## src/rtl/itch_msg_assembler_if.sv

```systemverilog
// Ingress beat stream and parser-facing message FIFO signals of the ITCH message assembler.
// The master side feeds beats and pops messages; the slave side is the assembler.
interface itch_msg_assembler_if #(
    parameter int DEPTH = 4,
    parameter int CNT_W = $clog2(DEPTH) + 1
);
    logic             in_valid;
    logic [63:0]      in_data;
    logic             in_last;
    logic             in_ready;
    logic             pop;
    logic             buffer_not_empty;
    logic [319:0]     ff_buffer;
    logic [CNT_W-1:0] buffer_count;
    logic [15:0]      drop_count;

    modport master (
        output in_valid, in_data, in_last, pop,
        input  in_ready, buffer_not_empty, ff_buffer, buffer_count, drop_count
    );

    modport slave (
        input  in_valid, in_data, in_last, pop,
        output in_ready, buffer_not_empty, ff_buffer, buffer_count, drop_count
    );
endinterface

```

## src/rtl/itch_msg_assembler.sv

```systemverilog
// Assembles five 64-bit ingress beats into 320-bit order messages, drops malformed
// messages with a saturating counter, and queues good ones in a small FIFO.
module itch_msg_assembler #(
    parameter int DEPTH = 4,
    parameter int CNT_W = $clog2(DEPTH) + 1
) (
    input logic                 clk,
    input logic                 reset,
    itch_msg_assembler_if.slave bus
);
    localparam int AW = CNT_W - 1;

    typedef enum logic {ASSEMBLE, DISCARD} state_t;

    state_t           state, state_n;
    logic [2:0]       beat_cnt, beat_cnt_n;
    logic [CNT_W-1:0] wr_ptr, rd_ptr, wr_ptr_n, rd_ptr_n;
    logic [15:0]      drop_count, drop_n;
    logic             in_ready_q, in_ready_n;
    logic [63:0]      asm_beat [4];
    logic [319:0]     mem [DEPTH];
    logic             accept, last_slot, commit, do_pop, empty, full_n;

    function automatic logic [15:0] sat_inc(input logic [15:0] v);
        return (v == 16'hFFFF) ? v : v + 16'd1;
    endfunction

    assign accept    = bus.in_valid && in_ready_q;
    assign last_slot = (beat_cnt == 3'd4);
    assign commit    = accept && (state == ASSEMBLE) && last_slot && bus.in_last;
    assign empty     = (wr_ptr == rd_ptr);
    assign do_pop    = bus.pop && !empty;
    assign wr_ptr_n  = wr_ptr + CNT_W'(commit);
    assign rd_ptr_n  = rd_ptr + CNT_W'(do_pop);
    assign full_n    = (wr_ptr_n[AW] != rd_ptr_n[AW]) &&
                       (wr_ptr_n[AW-1:0] == rd_ptr_n[AW-1:0]);

    always_comb begin
        state_n    = state;
        beat_cnt_n = beat_cnt;
        drop_n     = drop_count;
        if (accept) begin
            case (state)
                ASSEMBLE: begin
                    if (!last_slot) begin
                        if (bus.in_last) begin
                            beat_cnt_n = 3'd0;
                            drop_n     = sat_inc(drop_count);
                        end else begin
                            beat_cnt_n = beat_cnt + 3'd1;
                        end
                    end else begin
                        beat_cnt_n = 3'd0;
                        if (!bus.in_last) begin
                            drop_n  = sat_inc(drop_count);
                            state_n = DISCARD;
                        end
                    end
                end
                DISCARD: begin
                    if (bus.in_last) begin
                        state_n    = ASSEMBLE;
                        beat_cnt_n = 3'd0;
                    end
                end
                default: state_n = ASSEMBLE;
            endcase
        end
        // Back-pressure only while the final beat is waiting on a full FIFO.
        in_ready_n = !((state_n == ASSEMBLE) && (beat_cnt_n == 3'd4) && full_n);
    end

    // Control stage: FSM, pointers, drop counter and registered ready.
    always_ff @(posedge clk or posedge reset) begin
        if (reset) begin
            state      <= ASSEMBLE;
            beat_cnt   <= 3'd0;
            wr_ptr     <= '0;
            rd_ptr     <= '0;
            drop_count <= 16'd0;
            in_ready_q <= 1'b1;
        end else begin
            state      <= state_n;
            beat_cnt   <= beat_cnt_n;
            wr_ptr     <= wr_ptr_n;
            rd_ptr     <= rd_ptr_n;
            drop_count <= drop_n;
            in_ready_q <= in_ready_n;
        end
    end

    // Data stage: beats 0..3 are held; beat 4 is written straight into the FIFO slot.
    always_ff @(posedge clk) begin
        if (accept && (state == ASSEMBLE) && !last_slot)
            asm_beat[beat_cnt[1:0]] <= bus.in_data;
        if (commit)
            mem[wr_ptr[AW-1:0]] <= {asm_beat[0], asm_beat[1], asm_beat[2], asm_beat[3],
                                    bus.in_data};
    end

    assign bus.in_ready         = in_ready_q;
    assign bus.buffer_not_empty = !empty;
    assign bus.buffer_count     = wr_ptr - rd_ptr;
    assign bus.drop_count       = drop_count;
    assign bus.ff_buffer        = empty ? '0 : mem[rd_ptr[AW-1:0]];
endmodule

```

## src/flat_wrapper.sv

```systemverilog
// flat-port wrapper written by rule: the top's interface ports become plain ports
module itch_msg_assembler_flat 
#(
    parameter int DEPTH = 4,
    parameter int CNT_W = $clog2(DEPTH) + 1
)
  (clk, reset, bus_in_valid, bus_in_data, bus_in_last, bus_pop, bus_in_ready, bus_buffer_not_empty, bus_ff_buffer, bus_buffer_count, bus_drop_count);
  itch_msg_assembler_if #(.DEPTH(DEPTH), .CNT_W(CNT_W)) bus_i ();
  input logic clk;
  input logic reset;
  input wire logic [$bits(bus_i.in_valid)-1:0] bus_in_valid;
  input wire logic [$bits(bus_i.in_data)-1:0] bus_in_data;
  input wire logic [$bits(bus_i.in_last)-1:0] bus_in_last;
  input wire logic [$bits(bus_i.pop)-1:0] bus_pop;
  output wire logic [$bits(bus_i.in_ready)-1:0] bus_in_ready;
  output wire logic [$bits(bus_i.buffer_not_empty)-1:0] bus_buffer_not_empty;
  output wire logic [$bits(bus_i.ff_buffer)-1:0] bus_ff_buffer;
  output wire logic [$bits(bus_i.buffer_count)-1:0] bus_buffer_count;
  output wire logic [$bits(bus_i.drop_count)-1:0] bus_drop_count;
  assign bus_i.in_valid = bus_in_valid;
  assign bus_i.in_data = bus_in_data;
  assign bus_i.in_last = bus_in_last;
  assign bus_i.pop = bus_pop;
  assign bus_in_ready = bus_i.in_ready;
  assign bus_buffer_not_empty = bus_i.buffer_not_empty;
  assign bus_ff_buffer = bus_i.ff_buffer;
  assign bus_buffer_count = bus_i.buffer_count;
  assign bus_drop_count = bus_i.drop_count;
  itch_msg_assembler #(.DEPTH(DEPTH), .CNT_W(CNT_W)) u_core (.clk(clk), .reset(reset), .bus(bus_i));
endmodule
```

## config.mk

```make
export PLATFORM = sky130hd
export DESIGN_NAME = itch_msg_assembler_flat
export DESIGN_NICKNAME = d
export VERILOG_FILES = /design/src/rtl/itch_msg_assembler_if.sv /design/src/rtl/itch_msg_assembler.sv /design/src/flat_wrapper.sv
export SDC_FILE = /design/constraint.sdc
export NUM_CORES = 1
export LEC_CHECK = 0
export ABC_CLOCK_PERIOD_IN_PS = 71800
export BUFFER_PORTS_ARGS = -buffer_cell sky130_fd_sc_hd__buf_2
export CAP_MARGIN = 20
export CELL_PAD_IN_SITES_DETAIL_PLACEMENT = 0
export CELL_PAD_IN_SITES_GLOBAL_PLACEMENT = 2
export CORE_MARGIN = 2
export CORE_UTILIZATION = 43
export CTS_BUF_LIST = sky130_fd_sc_hd__clkbuf_4
export CTS_CLUSTER_DIAMETER = 200
export DETAILED_ROUTE_END_ITERATION = 10
export HOLD_SLACK_MARGIN = 0.15
export PLACE_DENSITY_LB_ADDON = 0.25
export SLEW_MARGIN = 25
export SYNTH_ARGS = -nofsm -noshare
export SYNTH_HDL_FRONTEND = slang
export SYNTH_SLANG_ARGS = --single-unit
```

## constraint.sdc

```tcl
create_clock -name clk -period 71.8 [get_ports clk]
set_input_delay 10.77 -clock clk [delete_from_list [all_inputs] [get_ports clk]]
set_output_delay 10.77 -clock clk [all_outputs]
set_load 0.02 [all_outputs]
```

Word-level counts from Yosys, hierarchy flattened
Memory sizes are Yosys's and may differ from the RTL's.
Cells that the tools add are included.
Operators by class
  bitwise gates (word level): 2
  $add $sub $neg: 5
  reduce and logical (&&, ||, !) cells: 14
  eq/ne operators: 7
  mux-type cells: 18
Operators by type and width (number)
  two-way mux 320 bit: 1
  two-way mux 16 bit: 4
  adder 16 x 1 -> 16 bit, second input constant: 1
  equality test 16 bit, second input constant: 1
  two-way mux 3 bit: 4
  logical AND 1 bit: 9
  two-way mux 1 bit: 7
  adder 3 x 1 -> 3 bit: 2
  equality test 3 bit, second input constant: 2
  one-hot mux 3 bit (2 select lines): 1
  AND reduction 4 bit: 1
  adder 3 x 1 -> 3 bit, second input constant: 1
  equality test 3 bit: 1
  logical NOT 1 bit: 3
  subtractor 3 bit: 1
  equality test 2 bit: 1
  != test 2 bit, second input constant: 1
  NOT 1 bit: 2
  one-hot mux 1 bit (2 select lines): 1
  nonzero test 2 bit: 1
  != test 1 bit: 1
Storage, ports and cells
  register bits after elaboration: 27
  output and inout port bits: 341
  logic and storage cells: 54
  bits in writable memories: 1536
  memories: 2
  bits of input ports: 69
Memories
  u_core.mem: depth 4, bits a word 320, read ports 1, clocked after memory_dff 0, write ports 1, line itch_msg_assembler.sv:21  | logic [319:0] mem [DEPTH];
  u_core.asm_beat: depth 4, bits a word 64, read ports 4, clocked after memory_dff 0, write ports 1, line itch_msg_assembler.sv:20  | logic [63:0] asm_beat [4];

Logic depth before layout (Yosys ltp)
Gate-level depths: netlist of run 1.
  depth after elaboration: 9
  depth in mapped cells: 14
  depth with buffers taken out: 12

Worst setup path before layout of run 1
OpenSTA, ideal clock, no wires.
  kind: input -> register
  start point: input port bus_in_valid
  end point: memory u_core.mem[1][0] (enable)
  setup time: 1.397 ns
  path buffers: 1
  data required time: 70.403 ns
  arrival: 32.726 ns
  stages on the path: 4
  path slack: 37.677 ns
  path through: and3b_1 -> clkbuf_1 -> nand3_1 -> nor3_1
On the way
  cells in the longest elaborated chain, start to end: 6
Ends and longest elaborated chain
  start, declared: line flat_wrapper.sv:11  | input wire logic [$bits(bus_i.in_valid)-1:0] bus_in_valid;
  logical AND 1 bit: line itch_msg_assembler.sv:28  | assign accept = bus.in_valid && in_ready_q;
  logical AND 1 bit (3 in a row): line itch_msg_assembler.sv:30  | assign commit = accept && (state == ASSEMBLE) && last_slot && bus.in_last;
  two-way mux 1 bit: line itch_msg_assembler.sv:96  | if (commit)
  two-way mux 1 bit (implied by the code): line itch_msg_assembler.sv:97  | mem[wr_ptr[AW-1:0]] <= {asm_beat[0], asm_beat[1], asm_beat[2], asm_beat[3],
  end, declared: line itch_msg_assembler.sv:21
No other way between the ends.

Worst setup path after layout of run 1
  start point: register u_core.rd_ptr[0]
  end point: output port bus_ff_buffer[303]
On the way
  cells in the longest elaborated chain, start to end: 2
Ends and longest elaborated chain
  start, declared: line itch_msg_assembler.sv:17  | logic [CNT_W-1:0] wr_ptr, rd_ptr, wr_ptr_n, rd_ptr_n;
  start signal, assigned: line itch_msg_assembler.sv:86  | rd_ptr <= rd_ptr_n;
  memory (4 x 320 bit) / equality test 3 bit (equally long branches)
  two-way mux 320 bit (*): line itch_msg_assembler.sv:105  | assign bus.ff_buffer = empty ? '0 : mem[rd_ptr[AW-1:0]];
  end, declared: line flat_wrapper.sv:17  | output wire logic [$bits(bus_i.ff_buffer)-1:0] bus_ff_buffer;
Mark *: on every way between the ends. The rest lies on a longest branch, timed or not.

==> impl_metrics.tcl, run 1 <==
set metrics [dict create \
    skew_ps 113 \
    yosys.area.top_type_share_pct 80.4 \
    avgSynthCellArea_um2 23.6 \
    cts_resized 0 \
    post_drt_via_cell_ratio 5.18 \
    layout-drive-gt1-share_pct 39.5 \
    slowest_delay_ps 880 \
    async_reset_ff_share_pct 1.73 \
    hp-class "reg2reg" \
    yosysTopAreaCell "edfxtp_1" \
    muxShareOfSynthArea_pct 12.6 \
    worst_setup_path_start_kind "flip-flop" \
    area_delta_synth_final_pct 15.4 \
    grt_max_degree 143 \
    status "finished, final reports clean" \
    crit_arrival_ps 5590 \
    path_class "reg2out" \
    route.vias.total 27000 \
    drv_cap 0 \
    finalSetupViolations 0 \
    synth-simple-area-share_pct 4.12 \
    holdCritStartpoint "u_core.asm_beat[0][59]" \
    crit_fanout 44 \
    critPathRequiredTime_ps 61030 \
    syn_area_um2 57400 \
    worstMarginPinSlew_ps 1020 \
    synth_nets 2513 \
    fin_nets 3257 \
    grt_overflow_total 0 \
    die_y_um 369 \
    avgRoutedWirePerCell_um 24.1 \
    min_period_ps 16360 \
    start_util_pct 43.2 \
    r2r_start "u_core.beat_cnt[0]" \
    final_cells 5207 \
    yosysWarnings 0 \
    ys_types 43 \
    htree_levels 5 \
    synth-compound-area-share_pct 0.229 \
    slowest_stage "dfrtp_4" \
    seq_area_frac_synth_pct 81.6 \
    routed_wl_um 125000 \
    synth_common_cells "edfxtp_1 (1536), and2_1 (321), mux4_2 (320)" \
    cts_hold_buf 0 \
    hold_violations 0 \
    antenna_found_initial 8 \
    cts_root_buf "clkbuf_4" \
    core_area_um2 133000 \
    cts_buffer_depth 4 \
    first_iter_violations 2086 \
    yosys.area_share.adder_pct 0.297 \
    worstSetupEndpointType "output port" \
    tritoncts "yes" \
    power.density_nw_per_um2 38.9 \
    yosys.cell_count.top_type "edfxtp_1" \
    yosys.area_share.xor_xnor_pct 0.336 \
    rsz0062_at_grt "no" \
    p_leak_uw 0.0222 \
    fmax_mhz 61.1 \
    slew_violations 0 \
    synth-edff-count 1536 \
    grt_pass1_wl_um 186000 \
    dr.pass1.iters 5 \
    crit_chain "buf_4, buf_4, buf_4, mux4_2, and2_1, buf_2" \
    rows 134 \
    vdd.ir_drop.worst_mv 0.0304 \
    finalSetupTns_ps 0 \
    numCtsBuffers 401 \
    synth_area_leaders "edfxtp_1 (80%), mux4_2 (13%), and2_1 (3.5%)" \
    synth_top_family_by_area "multiplexers" \
    path_clk_slew_ps 70 \
    hpwl_um 70600 \
    clkLatencyLatePin_ps 1280 \
    timing.slew.headroom_pct 32.0 \
    io_pins 410 \
    syn_inst 2431 \
    track_usage_pct 18.5 \
    place_inst 4540 \
    ant_nets 0 \
    crit_top_cell "buf_4" \
    gp_congestion 0.741 \
    die_w_um 369 \
    post-route-period-util_pct 22.8 \
    die-area_um2 136000 \
    startpoint "u_core.rd_ptr[0]" \
    ys.flop_type "edfxtp_1" \
    cts.sink_count 1563 \
    grt_pass1_vias 29400 \
    ys_ff_latch 1563 \
    post_cts_buffers 0 \
    buffer_ports.inserted 409 \
    hold_slack_ps 414 \
    drc 0 \
]
-- placed cells by master (no fill, tap or decap), drive strengths merged, types with 5 or more instances in the layout --
master	count
and2	321
and3	5
buf	450
clkbuf	545
clkinv	108
dfrtp	26
diode	5
edfxtp	1536
ha	12
inv	18
mux4	320
nand2	11
nand3	7
nand4	5
nor2	5
nor3	5
xnor2	8
xor2	14
-- cells by family after synthesis --
| kind of cell | Yosys count |
|---|---|
| AND/OR/NAND/NOR | 373 |
| multiplexers | 321 |
| XOR/XNOR | 22 |
| flip-flops | 1563 |
| buffers and inverters | 122 |
| AO/OA/AOI/OAI | 17 |
| adder cells (fa/ha/maj) | 13 |
-- sequential cells by signal, summed over array words and instances (netlist names) --
register / flops
u_core.beat_cnt: 3
u_core.rd_ptr: 3
u_core.bus.drop_count: 16
u_core.mem: 1280
u_core.asm_beat: 256
u_core.state: 1
u_core.wr_ptr: 3
u_core.bus.in_ready: 1
-- per-stage QoR --
step / setup slack (ps) / util [%] / instance area (um2) / power [uW]
floorplan: 37680 / - / 57400 / 1630
detailed placement: 56360 / 46.3 / 61600 / 1920
global route: 54770 / 49.8 / 66200 / 2710
finish: 55440 / 49.8 / 66200 / 2580
global placement: 56410 / 46.3 / 61600 / 1920
CTS: 55040 / 49.8 / 66200 / 2630
-- cell type report --
class                   count  area, um2
inverters                  13       48.8
fillers                 10900      66700
flip-flops and latches   1563      46800
well taps                1768       2210
diodes                      5       12.5
repair buffers            450       2400
clock inverters           117        534
multi-input cells         746      10100
clock buffers             545       4090
-- power breakdown --
part           leakage [uW]  switching, uW  internal (uW)  total, uW
Combinational       0.00521            487            315        802
Sequential           0.0142           32.2           1050       1080
Clock               0.00276            335            359        694
Total                0.0222            854           1720       2580
-- worst paths after layout --
check                                           end  slack (ps)  cells past startpoint
max                              bus_ff_buffer[303]       55440                      6
min                              u_core.mem[1][315]         410                      0
max reg2reg                      u_core.mem[1][110]       66740                     10
min reg2reg                      u_core.mem[1][315]         410                      0
max in group asynchronous  u_core.bus.drop_count[4]       61790                      2
min in group asynchronous          u_core.rd_ptr[0]        9580                      2
-- critical path: cells and delay by family (launching register included) --
kind,cells,cell delay (ps)
buffers and inverters,4,2480
flip-flops,1,880
multiplexers,1,610
AND/OR/NAND/NOR,1,190
-- metal layers --
metal  track usage (%)  share of wire, %  up-vias  wire (um)
li1                  -                 -    11700          -
met1              24.2                42    14200      53000
met2              30.3                50      889      62900
met3              4.94               5.9      150       7340
met4              5.53               1.7        2       2180
met5                 0             0.010        -         13
No activity file was read; power rests on OpenSTA's default activity.
==> run 2: changes to the inputs <==
--- a/config.mk
+++ b/config.mk
@@ -5,7 +5,7 @@
 export SDC_FILE = /design/constraint.sdc
 export NUM_CORES = 1
 export LEC_CHECK = 0
-export ABC_CLOCK_PERIOD_IN_PS = 71800
+export ABC_CLOCK_PERIOD_IN_PS = 16100
 export BUFFER_PORTS_ARGS = -buffer_cell sky130_fd_sc_hd__buf_2
 export CAP_MARGIN = 20
 export CELL_PAD_IN_SITES_DETAIL_PLACEMENT = 0
==> constraint.sdc (replaced) <==
create_clock -name clk -period 16.1 [get_ports clk]
set_input_delay 2.415 -clock clk [delete_from_list [all_inputs] [get_ports clk]]
set_output_delay 2.415 -clock clk [all_outputs]
set_load 0.02 [all_outputs]
==> run 2 against run 1 <==
Critical path depth increased by 1. Sequential share of layout area decreased by 0.31 points. Wire length decreased by 0.51%. Count of clock-buffer cells in the layout increased by 30. Power increased to 4.5 times the previous value. Critical endpoint is now bus_ff_buffer[319]. Global-route usage decreased by 0.12 points. Highest routed layer unchanged. Non-clock buffer count decreased by 5. Register-to-register slack got worse by 55000 ps. Final area increased by 0.45%.
==> impl_metrics.tcl, run 2 (same netlist as run 1, synthesis figures left out) <==
set metrics [dict create \
    antenna_found_initial 10 \
    tritoncts "yes" \
    timing.slew.headroom_pct 29.0 \
    fin_nets 3262 \
    buffer_ports.inserted 409 \
    vdd.ir_drop.worst_mv 0.190 \
    critPathRequiredTime_ps 13690 \
    status "finished, final reports clean" \
    grt_max_degree 144 \
    hold_violations 0 \
    slew_violations 0 \
    ant_nets 0 \
    area_delta_synth_final_pct 16.0 \
    routed_wl_um 125000 \
    grt_overflow_total 0 \
    track_usage_pct 18.3 \
    drv_cap 0 \
    cts_root_buf "clkbuf_4" \
    avgRoutedWirePerCell_um 23.9 \
    post_cts_buffers 0 \
    layout_commonest_cell "edfxtp_1" \
    core_area_um2 133000 \
    layout-drive-gt1-share_pct 40.4 \
    rows 134 \
    route.vias.total 27100 \
    place_inst 4532 \
    min_period_ps 7470 \
    crit_arrival_ps 5050 \
    first_iter_violations 2111 \
    layout_common_cells "edfxtp_1 (1536), clkbuf_4 (575), buf_2 (409)" \
    hp-class "reg2reg" \
    post-route-util_pct 50.0 \
    finalSetupViolations 0 \
    drc 0 \
    post-route-period-util_pct 46.4 \
    worst_setup_path_start_kind "flip-flop" \
    io_pins 410 \
    p_leak_uw 0.0223 \
    post_drt_via_cell_ratio 5.18 \
    path_clk_slew_ps 60 \
    regArea_um2 46800 \
    die_y_um 369 \
    grt_pass1_wl_um 184000 \
    dr.pass1.iters 5 \
    skew_ps 107 \
    cts.sink_count 1563 \
    worstMarginPinSlew_ps 1070 \
    finalPower_uw 11600 \
    gp_congestion 0.739 \
    grt_pass1_vias 29100 \
    crit_fanout 88 \
    multi_input_area_um2 10100 \
    die-area_um2 136000 \
    start_util_pct 43.2 \
    fmax_mhz 134 \
    numCtsBuffers 411 \
    rsz0062_at_grt "no" \
    cts_buffer_depth 4 \
    hpwl_um 68400 \
    largest_reg_flops 1280 \
    n_fill_cell 10800 \
    power.density_nw_per_um2 174 \
    clkLatencyLatePin_ps 1280 \
    worstSetupEndpointType "output port" \
    cts_resized 0 \
    path_class "reg2out" \
    cts_hold_buf 0 \
    final_cells 5218 \
    die_w_um 369 \
    htree_levels 5 \
]
run 2: layout make-up:
class | count | area share (%)
repair buffers | 445 | 3.74
flip-flops and latches | 1563 | 70.3
multi-input cells | 746 | 15.2
clock buffers | 575 | 6.49
clock inverters | 102 | 0.773
diodes | 6 | 0.0226
inverters | 13 | 0.0733
well taps | 1768 | 3.32
run 2: power breakdown:
| part | internal, uW | switching (uW) | leakage (uW) |
|---|---|---|---|
| Combinational | 1420 | 2170 | 0.00522 |
| Clock | 1690 | 1510 | 0.00291 |
| Sequential | 4680 | 134 | 0.0142 |
| Total | 7790 | 3810 | 0.0223 |
run 2: critical path, cell delays in order (launching register included):
cell,delay (ps)
dfrtp_4,750
inv_1,90
ha_1,340
nand3_4,480
buf_4,710
buf_4,660
and2_1,360
buf_2,220
run 2: layer usage:
metal	routed length [um]	track usage (%)	vias up	share of wire, %
li1	-	-	11700	-
met5	7	0	-	0.0056
met2	61800	29.3	918	50
met3	7590	4.77	154	6.1
met1	53100	24.6	14200	43
met4	2190	6.08	2	1.8
run 2: per-stage QoR:
stage               instance area, um2   TNS, ps  hold WS, ps  worst slack [ps]
floorplan                        57400  -6925650          459             -9670
global placement                 61600         0          464              9420
detailed placement               61600         0          478              9340
CTS                              66400         0          408              7840
global route                     66500         0          440              8170
finish                           66500         0          410              8630
run 2: worst paths after layout:
check                                            start                         to  slack [ps]  cells past startpoint
worst max-delay path                  u_core.rd_ptr[1]         bus_ff_buffer[319]        8630                      7
worst min-delay path            u_core.asm_beat[1][43]         u_core.mem[3][235]         410                      0
worst max register to register      u_core.beat_cnt[0]         u_core.mem[1][230]       11870                      9
worst min register to register  u_core.asm_beat[1][43]         u_core.mem[3][235]         410                      0
max in group asynchronous                        reset           u_core.rd_ptr[1]       14430                      2
min in group asynchronous                        reset  u_core.bus.drop_count[10]        1220                      2
==> run 3: changes to the inputs <==
--- a/config.mk
+++ b/config.mk
@@ -5,13 +5,14 @@
 export SDC_FILE = /design/constraint.sdc
 export NUM_CORES = 1
 export LEC_CHECK = 0
-export ABC_CLOCK_PERIOD_IN_PS = 16100
+export ABC_AREA = 1
+export ABC_CLOCK_PERIOD_IN_PS = 6300
 export BUFFER_PORTS_ARGS = -buffer_cell sky130_fd_sc_hd__buf_2
 export CAP_MARGIN = 20
 export CELL_PAD_IN_SITES_DETAIL_PLACEMENT = 0
 export CELL_PAD_IN_SITES_GLOBAL_PLACEMENT = 2
 export CORE_MARGIN = 2
-export CORE_UTILIZATION = 43
+export CORE_UTILIZATION = 40
 export CTS_BUF_LIST = sky130_fd_sc_hd__clkbuf_4
 export CTS_CLUSTER_DIAMETER = 200
 export DETAILED_ROUTE_END_ITERATION = 10
==> constraint.sdc (replaced) <==
create_clock -name clk -period 6.3 [get_ports clk]
set_input_delay 0.945 -clock clk [delete_from_list [all_inputs] [get_ports clk]]
set_output_delay 0.945 -clock clk [all_outputs]
set_load 0.02 [all_outputs]
==> run 3 against run 2 <==
Final area is 3.7% higher. Largest power group is now combinational cells. Non-clock buffer count is 104 higher. Largest cell class unchanged. Power grew to 2.8 times the previous value. Wire length is 23% higher. Critical endpoint is now bus_ff_buffer[281].
==> impl_metrics.tcl, run 3 <==
set metrics [dict create \
    fmax_mhz 184 \
    numCtsBuffers 419 \
    hpwl_um 83100 \
    hp-class "reg2reg" \
    io_pins 410 \
    layout-drive-gt1-share_pct 22.9 \
    yosys.area.top_type_share_pct 77.9 \
    grt_overflow_total 0 \
    timing.slew.headroom_pct 18.1 \
    finalPower_uw 32400 \
    avgSynthCellArea_um2 13.9 \
    switching_share_pct 39.9 \
    seq_area_frac_synth_pct 79.0 \
    hold_violations 0 \
    finalSetupTns_ps 0 \
    post_drt_via_cell_ratio 4.97 \
    yosysWarnings 0 \
    pwr-share-clk_pct 26.1 \
    crit_fanout 91 \
    power.density_nw_per_um2 470 \
    muxShareOfSynthArea_pct 0 \
    gp_congestion 0.759 \
    routed_wl_um 154000 \
    start_util_pct 40.2 \
    p_seq_share_pct 36.6 \
    largest_reg_flops 1280 \
    path_clk_slew_ps 60 \
    ys.flop_type "edfxtp_1" \
    drc 0 \
    async_reset_ff_share_pct 1.73 \
    yosys.area_share.adder_pct 0.287 \
    crit_arrival_ps 4500 \
    synth-simple-area-share_pct 9.16 \
    first_iter_violations 2435 \
    worst_setup_path_start_kind "flip-flop" \
    final_cells 7196 \
    finalSetupViolations 0 \
    core_area_um2 147000 \
    synth_area_leaders "edfxtp_1 (78%), nor2_1 (8.3%), o21ai_0 (4.1%)" \
    grt_max_degree 182 \
    layout_common_cells "edfxtp_1 (1536), nor2_1 (1302), clkbuf_4 (597)" \
    post_cts_buffers 0 \
    track_usage_pct 20.0 \
    dr.pass1.iters 5 \
    area_delta_synth_final_pct 16.5 \
    fin_nets 5067 \
    grt_pass1_wl_um 225000 \
    htree_levels 5 \
    cts.sink_count 1563 \
    worstSetupEndpointType "output port" \
    p_switching_uw 12900 \
    n_fill_cell 13300 \
    min_path_cells 0 \
    p_leak_uw 0.0238 \
    synth_nets 4346 \
    synth-compound-area-share_pct 8.69 \
    die_w_um 389 \
    buffer_ports.inserted 409 \
    synth-edff-count 1536 \
    cts_resized 0 \
    critPathRequiredTime_ps 5350 \
    place_inst 6423 \
    cts_root_buf "clkbuf_4" \
    min_period_ps 5440 \
    rsz0062_at_grt "no" \
    ys_ff_latch 1563 \
    power.internal_uw 19500 \
    post-route-period-util_pct 86.4 \
    syn_inst 4264 \
    synth_top_family_by_area "simple AND/OR/NAND/NOR gates" \
    clkLatencyLatePin_ps 1280 \
    avgRoutedWirePerCell_um 21.4 \
    antenna_found_initial 11 \
    yosys.area_share.xor_xnor_pct 0.249 \
    crit_chain "inv_8, ha_1, nand2_1, nor2_4, buf_12, a21oi_1, buf_2" \
    slew_violations 0 \
    route.vias.total 35700 \
    ant_nets 0 \
    layout_commonest_cell "edfxtp_1" \
    die-area_um2 151000 \
    design_area_um2 69000 \
    synth_common_cells "edfxtp_1 (1536), nor2_1 (1306), o21ai_0 (484)" \
    cts_hold_buf 71 \
    slowest_delay_ps 620 \
    worstMarginPinSlew_ps 1230 \
    cts_buffer_depth 4 \
    skew_ps 83.8 \
    combinationalPowerShare_pct 37.3 \
    post-route-util_pct 46.8 \
    grt_pass1_vias 35200 \
    ys_types 29 \
    die_y_um 389 \
    syn_area_um2 59200 \
    status "finished, final reports clean" \
    rows 141 \
    placed_area_um2 63300 \
    drv_cap 0 \
    yosys.cell_count.top_type "edfxtp_1" \
    tritoncts "yes" \
    slowest_stage "dfrtp_4" \
    path_class "reg2out" \
    yosysTopAreaCell "edfxtp_1" \
    vdd.ir_drop.worst_mv 0.339 \
    ff2ff_path_depth 14 \
]
[run 3: cell types whose count changed in the layout (fill, tap and decap cells not counted), sizes merged, moves of 5 or more]
| cell | previous run | this run |
|---|---|---|
| and3 | 5 | 0 |
| xor2 | 14 | 6 |
| a21oi | 3 | 320 |
| o21ai | 1 | 646 |
| inv | 19 | 42 |
| buf | 445 | 478 |
| dlygate4sd3 | 0 | 71 |
| nand2 | 11 | 93 |
| nor2 | 5 | 1311 |
| mux4 | 320 | 0 |
| and2 | 321 | 0 |
| clkbuf | 575 | 597 |
[run 3: path summary, 6_finish.rpt]
check / slack (ps) / to / startpoint
worst max-delay path: 860 / bus_ff_buffer[281] / u_core.rd_ptr[1]
worst max register to register: 2490 / u_core.bus.in_ready / u_core.rd_ptr[1]
min in group asynchronous: 860 / u_core.rd_ptr[0] / reset
worst min register to register: 430 / u_core.mem[0][268] / u_core.asm_beat[0][12]
max in group asynchronous: 5120 / u_core.bus.in_ready / reset
worst min-delay path: 430 / u_core.mem[0][268] / u_core.asm_beat[0][12]
[run 3: area by class of cell]
| type | instances | area (um2) | share of cell area [%] |
|---|---|---|---|
| repair buffers | 549 | 3630 | 5.26 |
| flip-flops and latches | 1563 | 46800 | 67.9 |
| well taps | 1930 | 2410 | 3.50 |
| clock buffers | 597 | 4480 | 6.50 |
| diodes | 3 | 7.51 | 0.0109 |
| clock inverters | 102 | 503 | 0.729 |
| inverters | 33 | 139 | 0.201 |
| multi-input cells | 2419 | 11000 | 15.9 |
[run 3: metal layers]
layer / up-vias / wire length [um] / share of wire [%] / GRT usage, %
li1: 17000 / - / - / -
met1: 17500 / 67400 / 44 / 26.9
met2: 1100 / 73100 / 48 / 31.8
met3: 217 / 9860 / 6.4 / 5.01
met4: 2 / 3480 / 2.3 / 6.85
met5: - / 13 / 0.0084 / 0
[run 3: critical path, delay by kind of cell, from the launching register on]
| kind | cells | cell delay, ps |
|---|---|---|
| AND/OR/NAND/NOR | 2 | 690 |
| AO/OA/AOI/OAI | 1 | 210 |
| adder cells (fa/ha/maj) | 1 | 240 |
| flip-flops | 1 | 620 |
| buffers and inverters | 3 | 1260 |
[run 3: power groups by stage]
stage / Sequential [uW] / Combinational [uW] / Clock, uW
finish: 11900 / 12100 / 8470
global route: 11900 / 13200 / 9320
CTS: 11900 / 12400 / 8780
detailed placement: 12100 / 12300 / 0
global placement: 12100 / 12300 / 0
floorplan: 12000 / 7900 / 0
[run 3: kinds of logic after synthesis]
| logic type | after synthesis |
|---|---|
| buffers and inverters | 282 |
| and+or+nand+nor | 1424 |
| AOI/OAI and AO/OA | 966 |
| xor gates and xnor gates | 16 |
| adders and majority gates | 13 |
| DFF | 1563 |
[run 3: per-stage QoR]
stage,setup slack [ps],hold slack (ps)
final,858,428
after global routing,451,365
after CTS,534,296
after detailed placement,2030,477
after global placement,2030,469
after floorplan,-3140,459
